===== src/rtl/mem_port_arbiter_if.sv =====
// Signal bundle for the shared memory port: fetch requester, load/store requester and memory side.
// The master modport is the arbiter's view; slave is the view of the stages and memory around it.
interface mem_port_arbiter_if;
    logic        if_req;
    logic [31:0] if_addr;
    logic [31:0] if_rdata;
    logic        if_valid;

    logic        ls_req;
    logic        ls_we;
    logic [3:0]  ls_mask;
    logic [31:0] ls_addr;
    logic [31:0] ls_wdata;
    logic [31:0] ls_rdata;
    logic        ls_valid;

    logic        mem_request;
    logic        mem_we_re;
    logic [3:0]  mem_mask;
    logic [31:0] mem_addr;
    logic [31:0] mem_wdata;
    logic [31:0] mem_rdata;
    logic        mem_valid;

    logic        bus_err;

    modport master (
        input  if_req, if_addr, ls_req, ls_we, ls_mask, ls_addr, ls_wdata, mem_rdata, mem_valid,
        output if_rdata, if_valid, ls_rdata, ls_valid,
               mem_request, mem_we_re, mem_mask, mem_addr, mem_wdata, bus_err
    );

    modport slave (
        output if_req, if_addr, ls_req, ls_we, ls_mask, ls_addr, ls_wdata, mem_rdata, mem_valid,
        input  if_rdata, if_valid, ls_rdata, ls_valid,
               mem_request, mem_we_re, mem_mask, mem_addr, mem_wdata, bus_err
    );
endinterface


===== src/rtl/mem_port_arbiter.sv =====
// Round-robin arbiter sharing one memory port between fetch and the LSU, holding each grant
// until the memory responds or a busy-cycle timeout aborts it with bus_err.
module mem_port_arbiter #(
    parameter int unsigned TIMEOUT_CYCLES = 255
) (
    input  logic               clk,
    input  logic               rst,
    mem_port_arbiter_if.master bus
);
    typedef enum logic [1:0] {IDLE, IF_BUSY, LS_BUSY, RESP} state_e;
    typedef enum logic {OWNER_IF, OWNER_LS} owner_e;

    localparam logic [15:0] TIMEOUT_LAST = 16'(TIMEOUT_CYCLES - 1);

    state_e      state_q, state_d;
    owner_e      last_grant_q, last_grant_d;
    logic [15:0] count_q, count_d;

    logic        mem_request_q, mem_request_d;
    logic        mem_we_re_q, mem_we_re_d;
    logic [3:0]  mem_mask_q, mem_mask_d;
    logic [31:0] mem_addr_q, mem_addr_d;
    logic [31:0] mem_wdata_q, mem_wdata_d;
    logic [31:0] if_rdata_q, if_rdata_d;
    logic        if_valid_q, if_valid_d;
    logic [31:0] ls_rdata_q, ls_rdata_d;
    logic        ls_valid_q, ls_valid_d;
    logic        bus_err_q, bus_err_d;

    logic        busy;
    logic        timeout_hit;
    logic        grant_if;
    logic [31:0] resp_data;

    assign busy        = (state_q == IF_BUSY) || (state_q == LS_BUSY);
    // A response in the last allowed cycle still wins over the timeout.
    assign timeout_hit = busy && !bus.mem_valid && (count_q == TIMEOUT_LAST);
    assign grant_if    = bus.if_req && (!bus.ls_req || (last_grant_q == OWNER_LS));
    assign resp_data   = bus.mem_valid ? bus.mem_rdata : 32'h0;

    always_comb begin
        // NOTE: every _d starts from its _q (pulses from 0) so no path through the case infers a latch.
        state_d       = state_q;
        last_grant_d  = last_grant_q;
        count_d       = count_q;
        mem_request_d = mem_request_q;
        mem_we_re_d   = mem_we_re_q;
        mem_mask_d    = mem_mask_q;
        mem_addr_d    = mem_addr_q;
        mem_wdata_d   = mem_wdata_q;
        if_rdata_d    = if_rdata_q;
        ls_rdata_d    = ls_rdata_q;
        if_valid_d    = 1'b0;
        ls_valid_d    = 1'b0;
        bus_err_d     = 1'b0;

        case (state_q)
            IDLE: begin
                if (bus.if_req || bus.ls_req) begin
                    mem_request_d = 1'b1;
                    count_d       = 16'h0;
                    if (grant_if) begin
                        state_d      = IF_BUSY;
                        last_grant_d = OWNER_IF;
                        mem_we_re_d  = 1'b0;
                        mem_mask_d   = 4'hF;
                        mem_addr_d   = bus.if_addr;
                        mem_wdata_d  = 32'h0;
                    end else begin
                        state_d      = LS_BUSY;
                        last_grant_d = OWNER_LS;
                        mem_we_re_d  = bus.ls_we;
                        mem_mask_d   = bus.ls_mask;
                        mem_addr_d   = bus.ls_addr;
                        mem_wdata_d  = bus.ls_wdata;
                    end
                end
            end
            IF_BUSY, LS_BUSY: begin
                if (bus.mem_valid || timeout_hit) begin
                    state_d       = RESP;
                    mem_request_d = 1'b0;
                    bus_err_d     = !bus.mem_valid;
                    if (state_q == IF_BUSY) begin
                        if_valid_d = 1'b1;
                        if_rdata_d = resp_data;
                    end else begin
                        ls_valid_d = 1'b1;
                        ls_rdata_d = resp_data;
                    end
                end else if (count_q != 16'hFFFF) begin
                    count_d = count_q + 16'd1;
                end
            end
            RESP:    state_d = IDLE;
            default: state_d = IDLE;
        endcase
    end

    always_ff @(posedge clk) begin
        // NOTE: reset is sampled on the edge, and <= makes every flop update from pre-edge values.
        if (rst) begin
            state_q       <= IDLE;
            last_grant_q  <= OWNER_LS;
            count_q       <= 16'h0;
            mem_request_q <= 1'b0;
            mem_we_re_q   <= 1'b0;
            mem_mask_q    <= 4'h0;
            mem_addr_q    <= 32'h0;
            mem_wdata_q   <= 32'h0;
            if_rdata_q    <= 32'h0;
            if_valid_q    <= 1'b0;
            ls_rdata_q    <= 32'h0;
            ls_valid_q    <= 1'b0;
            bus_err_q     <= 1'b0;
        end else begin
            state_q       <= state_d;
            last_grant_q  <= last_grant_d;
            count_q       <= count_d;
            mem_request_q <= mem_request_d;
            mem_we_re_q   <= mem_we_re_d;
            mem_mask_q    <= mem_mask_d;
            mem_addr_q    <= mem_addr_d;
            mem_wdata_q   <= mem_wdata_d;
            if_rdata_q    <= if_rdata_d;
            if_valid_q    <= if_valid_d;
            ls_rdata_q    <= ls_rdata_d;
            ls_valid_q    <= ls_valid_d;
            bus_err_q     <= bus_err_d;
        end
    end

    assign bus.mem_request = mem_request_q;
    assign bus.mem_we_re   = mem_we_re_q;
    assign bus.mem_mask    = mem_mask_q;
    assign bus.mem_addr    = mem_addr_q;
    assign bus.mem_wdata   = mem_wdata_q;
    assign bus.if_rdata    = if_rdata_q;
    assign bus.if_valid    = if_valid_q;
    assign bus.ls_rdata    = ls_rdata_q;
    assign bus.ls_valid    = ls_valid_q;
    assign bus.bus_err     = bus_err_q;
endmodule

===== src/flat_wrapper.sv =====
// flat-port wrapper written by rule: the top's interface ports become plain ports
module mem_port_arbiter_flat 
#(
    parameter int unsigned TIMEOUT_CYCLES = 255
)
  (clk, rst, bus_if_req, bus_if_addr, bus_ls_req, bus_ls_we, bus_ls_mask, bus_ls_addr, bus_ls_wdata, bus_mem_rdata, bus_mem_valid, bus_if_rdata, bus_if_valid, bus_ls_rdata, bus_ls_valid, bus_mem_request, bus_mem_we_re, bus_mem_mask, bus_mem_addr, bus_mem_wdata, bus_bus_err);
  mem_port_arbiter_if bus_i ();
  input  logic clk;
  input  logic rst;
  input wire logic [$bits(bus_i.if_req)-1:0] bus_if_req;
  input wire logic [$bits(bus_i.if_addr)-1:0] bus_if_addr;
  input wire logic [$bits(bus_i.ls_req)-1:0] bus_ls_req;
  input wire logic [$bits(bus_i.ls_we)-1:0] bus_ls_we;
  input wire logic [$bits(bus_i.ls_mask)-1:0] bus_ls_mask;
  input wire logic [$bits(bus_i.ls_addr)-1:0] bus_ls_addr;
  input wire logic [$bits(bus_i.ls_wdata)-1:0] bus_ls_wdata;
  input wire logic [$bits(bus_i.mem_rdata)-1:0] bus_mem_rdata;
  input wire logic [$bits(bus_i.mem_valid)-1:0] bus_mem_valid;
  output wire logic [$bits(bus_i.if_rdata)-1:0] bus_if_rdata;
  output wire logic [$bits(bus_i.if_valid)-1:0] bus_if_valid;
  output wire logic [$bits(bus_i.ls_rdata)-1:0] bus_ls_rdata;
  output wire logic [$bits(bus_i.ls_valid)-1:0] bus_ls_valid;
  output wire logic [$bits(bus_i.mem_request)-1:0] bus_mem_request;
  output wire logic [$bits(bus_i.mem_we_re)-1:0] bus_mem_we_re;
  output wire logic [$bits(bus_i.mem_mask)-1:0] bus_mem_mask;
  output wire logic [$bits(bus_i.mem_addr)-1:0] bus_mem_addr;
  output wire logic [$bits(bus_i.mem_wdata)-1:0] bus_mem_wdata;
  output wire logic [$bits(bus_i.bus_err)-1:0] bus_bus_err;
  assign bus_i.if_req = bus_if_req;
  assign bus_i.if_addr = bus_if_addr;
  assign bus_i.ls_req = bus_ls_req;
  assign bus_i.ls_we = bus_ls_we;
  assign bus_i.ls_mask = bus_ls_mask;
  assign bus_i.ls_addr = bus_ls_addr;
  assign bus_i.ls_wdata = bus_ls_wdata;
  assign bus_i.mem_rdata = bus_mem_rdata;
  assign bus_i.mem_valid = bus_mem_valid;
  assign bus_if_rdata = bus_i.if_rdata;
  assign bus_if_valid = bus_i.if_valid;
  assign bus_ls_rdata = bus_i.ls_rdata;
  assign bus_ls_valid = bus_i.ls_valid;
  assign bus_mem_request = bus_i.mem_request;
  assign bus_mem_we_re = bus_i.mem_we_re;
  assign bus_mem_mask = bus_i.mem_mask;
  assign bus_mem_addr = bus_i.mem_addr;
  assign bus_mem_wdata = bus_i.mem_wdata;
  assign bus_bus_err = bus_i.bus_err;
  mem_port_arbiter #(.TIMEOUT_CYCLES(TIMEOUT_CYCLES)) u_core (.clk(clk), .rst(rst), .bus(bus_i));
endmodule

===== config.mk =====
export PLATFORM = sky130hd
export DESIGN_NAME = mem_port_arbiter_flat
export DESIGN_NICKNAME = d
export VERILOG_FILES = /design/src/rtl/mem_port_arbiter_if.sv /design/src/rtl/mem_port_arbiter.sv /design/src/flat_wrapper.sv
export SDC_FILE = /design/constraint.sdc
export NUM_CORES = 1
export LEC_CHECK = 0
export CORE_MARGIN = 5
export CORE_UTILIZATION = 35
export CTS_BUF_LIST = sky130_fd_sc_hd__clkbuf_2
export DETAILED_ROUTE_END_ITERATION = 8
export PLACE_DENSITY = 0.69
export SYNTH_ARGS = -nofsm -noshare
export SYNTH_HDL_FRONTEND = slang
export SYNTH_SLANG_ARGS = --single-unit

===== constraint.sdc =====
create_clock -name clk -period 2.4 [get_ports clk]
set_input_delay 0.48 -clock clk [delete_from_list [all_inputs] [get_ports clk]]
set_output_delay 0.48 -clock clk [all_outputs]
set_load 0.02 [all_outputs]

### Yosys cells after proc, flatten, opt, wreduce, memory -nomap -nowiden

Index checks and enable logic that the tools add are counted.

| operators by class | value |
|---|---|
| add/sub/neg operators | 1 |
| $mul | 0 |
| divide/modulo/power cells | 0 |
| $lt $le $gt $ge | 0 |
| equality and inequality tests | 9 |
| shifts and indexed selects | 0 |
| multiplexer cells | 19 |
| bitwise operators | 3 |
| reductions and logical operators | 19 |

Operator list:

| operator | number |
|---|---|
| $mux W32 | 3 |
| $mux W16 | 3 |
| $pmux W16 S2 | 1 |
| $add A16 B1 Y16 const B | 1 |
| $eq A16 B8 Y1 const B | 1 |
| $ne A16 B16 Y1 const B | 1 |
| $reduce_and A3 Y1 | 3 |
| $mux W1 | 6 |
| $mux W2 | 3 |
| $ne A2 B1 Y1 const B | 3 |
| $pmux W2 S3 | 1 |
| $eq A2 B2 Y1 const B | 2 |
| $logic_or A1 B1 Y1 | 4 |
| $mux W4 | 1 |
| $reduce_and A2 Y1 | 2 |
| $reduce_and A4 Y1 | 1 |
| $logic_and A1 B1 Y1 | 3 |
| $not A1 Y1 | 3 |
| $reduce_or A3 Y1 | 1 |
| $eq A2 B1 Y1 const B | 1 |
| $logic_not A1 Y1 | 2 |
| $logic_not A2 Y1 | 1 |
| $ne A2 B2 Y1 const B | 1 |
| $pmux W1 S2 | 1 |
| 2 further kinds | 2 |

| storage, ports and cells | value |
|---|---|
| register bits | 156 |
| latch bits | 0 |
| bits in writable memories | 0 |
| bits in read-only memories | 0 |
| bits of input ports | 138 |
| output and inout port bits | 137 |
| word-level logic and storage cells | 64 |
| memories kept | 0 |

### Logic depth before layout (Yosys ltp)

| logic depth | value |
|---|---|
| depth in word-level cells | 7 |
| depth in mapped cells | 9 |

### Worst setup path before layout

Ideal clock, no wire load.

| timing path | value |
|---|---|
| path kind | reg-to-reg |
| start point | register u_core.state_q[0] |
| end point | register u_core.count_q[10] |
| data arrival time | 1983 ps |
| data required time | 2314 ps |
| path slack | 331 ps |
| stages on the path, launching flop included | 8 |
| path buffers | 0 |
| path through | dfxtp_1 -> inv_1 -> ha_1 -> nand4_1 -> nor2_1 -> a211oi_1 -> a31oi_1 -> a211oi_1 |

| between the ends | value |
|---|---|
| word-level cells in the longest chain between the ends | 7 |
| elaborated cells between the ends (all ways) | 14 |
| classes of those cells | eq/ne (5); mux (1); reduce/logical (8) |

RTL lines:

| item | RTL line | text |
|---|---|---|
| start: declaration | mem_port_arbiter.sv:15 | `state_e state_q, state_d;` |
| start signal: assignment | mem_port_arbiter.sv:117 | `state_q <= state_d;` |
| $eq A2 B1 Y1 / $eq A2 B2 Y1 (equally long branches) | mem_port_arbiter.sv:35, mem_port_arbiter.sv:57 |  |
| $logic_or A1 B1 Y1 | mem_port_arbiter.sv:35 | `assign busy = (state_q == IF_BUSY) \|\| (state_q == LS_BUSY);` |
| $logic_and A1 B1 Y1 (2 in series) | mem_port_arbiter.sv:37 | `assign timeout_hit = busy && !bus.mem_valid && (count_q == TIMEOUT_LAST);` |
| $logic_or A1 B1 Y1 | mem_port_arbiter.sv:80 | `if (bus.mem_valid \|\| timeout_hit) begin` |
| $ne A2 B2 Y1 (no source line) | -- |  |
| $reduce_and A4 Y1 (no source line) | -- |  |
| end signal: assignment | mem_port_arbiter.sv:119 | `count_q <= count_d;` |
| end: declaration | mem_port_arbiter.sv:17 | `logic [15:0] count_q, count_d;` |

Several ways; a longest one is shown, not always the timed one.
A chain may end at the register's enable or synchronous reset.

### Final worst setup path

| timing path | value |
|---|---|
| start point | register u_core.count_q[10] |
| end point | register u_core.if_rdata_q[4], in the netlist u_core.bus.if_rdata[4] |

| between the ends | value |
|---|---|
| word-level cells in the longest chain between the ends | 4 |

RTL lines:

| item | RTL line | text |
|---|---|---|
| $eq A16 B8 Y1 | mem_port_arbiter.sv:37 |  |
| $logic_and A1 B1 Y1 | mem_port_arbiter.sv:37 |  |
| $logic_or A1 B1 Y1 | mem_port_arbiter.sv:80 |  |
| $reduce_and A3 Y1 (no source line) | -- |  |
| end signal: assignment | mem_port_arbiter.sv:125 | `if_rdata_q <= if_rdata_d;` |
| end: declaration | mem_port_arbiter.sv:24 | `logic [31:0] if_rdata_q, if_rdata_d;` |

No other way between the ends.

==> impl_metrics.yaml <==
setup_path:
  slowest_stage: "or4_4"
  crit_path_frequent_cell: "buf_4"
  critPathKind: "reg2reg"
  worstPathRequired_ps: 2970
  critPathMaxStageDelay_ps: 560
  critPathBufInv: 2
  arrival_ps: 2800
  cp_max_fo: 19
  crit_chain: "or4_4, nor4_4, buf_4, o211ai_1, buf_4, nand2_1, a21oi_1"
  crit_path_start_kind: "register"
  crit_family: "simple AND/OR/NAND/NOR gates"
  end_kind: "register"
layout:
  nets: 1085
  stdcell_count: 1181
  drive_gt1_frac: 0.07330
  fill_cells: 1645
  seqCellArea_um2: 3123
  fin_util: 0.5494
  syn_to_final_growth_pct: 53.93
  final_area_um2: 9503
  multi_input_area_um2: 2805
timing:
  max_freq_ghz: 0.4482
  hold_slack_ps: 309.4
  finalSetupTns_ps: 0
  maxSlewViolCount: 0
  fin_crit_sh: 0.9297
  finalSetupViolCount: 0
  finClkSkew_ps: 43.54
  setup_ws_ps: 168.8
  tightestPinTransition_ps: 677.3
  relSlewSlack: 0.5437
  rsz0062_at_grt: "no"
  min_period_ps: 2231
  hold_violations: 0
clocking:
  cts_num_sinks: 156
  cts_buffers: 17
  cts_resized: 0
  clk_latency_ps: 700
  cts_max_level: 4
  cts-root-buf: "clkbuf_2"
  clk_pin_slew_worst_paths_ps: 250
  cts_setup_buffers: 0
  ctsHoldBuffers: 0
  cts_tree: "built"
  clk_path_buf_depth: 2
global_route:
  grt_pass1_vias: 5955
  grtUsageTotal: 0.1944
  grt_max_degree: 65
  overflow: 0
  antenna_found_initial: 1
  grt_pass1_wl_um: 31930
route:
  antenna_left: 0
  drt-pass1-iter-count: 6
  via_per_inst: 5.121
  drtIter0Drc: 373
  wl_um: 20690
  via_count: 6048
  drt-wirelength-per-cell_um: 17.51
  drc_errors: 0
power_and_ir_drop:
  p_per_area_nw_per_um2: 889.9
  p_leak_nw: 3.424
  power_mw: 8.456
  vdd_drop_max_uv: 607.0
synthesis:
  yosysTopAreaCell: "dfxtp_1"
  synth_edf_count: 0
  ys_ff_latch: 156
  syn_nets: 828
  yosysMostFrequentCell: "dfxtp_1"
  avgSynthCellArea_um2: 9.012
  yosys_warnings: 0
  netlist.area_leader.share: 0.5059
  async_flop_share: 0
  syn_area_um2: 6173
  syn_inst: 685
  synth_cell_types: 46
  synthFlopType: "dfxtp_1"
  synthTopCellsByArea: "dfxtp_1 (51%), a22oi_1 (7.9%), nor2_1 (6.7%)"
  synth_commonest_cells: "dfxtp_1 (156), nor2_1 (111), a22oi_1 (65), clkbuf_1 (57), nand2_1 (41)"
  synth_seq_area_share: 0.5059
placed_design:
  hpwl_um: 14900
  gp_congestion: 0.8599
  port-buffer-count: 274
  place_inst: 1148
  place_ws_ps: 88.71
  place_area_um2: 9256
die:
  rows: 48
  fp.dieH_um: 142.8
  die-area_um2: 20390
  num_io_pins: 275
  core-area_um2: 17300
  die_w_um: 142.8
  initial_core_util: 0.3569
status:
  outcome: "finished, final reports clean"
flow_run:
  cap_violations: 0
hold_path:
  hp-class: "in2reg"
sequential cells by signal, indices dropped and copies added, names as in the netlist:
register                cells
u_core.bus.mem_addr        32
u_core.bus.mem_request      1
u_core.bus.mem_mask         4
u_core.state_q              2
u_core.last_grant_q         1
u_core.count_q             16
u_core.bus.ls_valid         1
u_core.bus.mem_we_re        1
u_core.bus.bus_err          1
u_core.bus.ls_rdata        32
u_core.bus.mem_wdata       32
u_core.bus.if_rdata        32
u_core.bus.if_valid         1
metal layers:
layer / track usage / vias up / share of wire
met1: 0.2387 / 2829 / 0.41
met4: 0.05503 / 0 / 0.023
met3: 0.06999 / 26 / 0.072
met2: 0.3225 / 175 / 0.50
met5: 0 / - / 0
li1: - / 3018 / -
cells by family after synthesis:
| kind of cell | Yosys count | share of synthesized area |
|---|---|---|
| compound gates | 194 | 0.2136 |
| fa+ha+maj | 5 | 0.01013 |
| buf+inv | 70 | 0.04337 |
| flops | 156 | 0.5059 |
| mux | 32 | 0.05189 |
| simple gates | 228 | 0.1751 |
worst paths after layout:
kind	start	end	slack, ps	cells after the start
worst max register to register	u_core.count_q[10]	u_core.bus.if_rdata[4]	170	7
worst min-delay path	rst	u_core.bus.mem_addr[18]	310	2
worst max-delay path	u_core.count_q[10]	u_core.bus.if_rdata[4]	170	7
worst min register to register	u_core.bus.if_rdata[4]	u_core.bus.if_rdata[4]	460	2
worst register-to-register path, delay by kind of cell (launching register included):
family	cells	cell delay (ps)
simple gates	3	1130
compound gates	2	150
flops	1	400
buf+inv	2	450
area by class of cell:
class,instances,share of cell area
Multi-Input combinational cell,459,0.2952
Clock buffer,18,0.009480
Antenna cell,1,0.0002633
Timing Repair Buffer,299,0.3173
Tap cell,225,0.02962
Clock inverter,14,0.01593
Sequential cell,156,0.3286
Inverter,9,0.003555
where the power goes:
part | total [mW] | internal, mW | switching, mW
logic | 3.70 | 1.60 | 2.09
clock network | 1.47 | 0.423 | 1.05
registers | 3.29 | 3.05 | 0.239
layout by cell type, fill, tap and decap left out, drive strengths merged, types with 26 or more instances in the layout:
cell,instances
a211oi,38
buf,26
nand4,37
dfxtp,156
mux2i,32
a22oi,65
a21oi,40
nor2,111
clkdlybuf4s50,273
nand2,41
(Power assumes the default switching activity.)
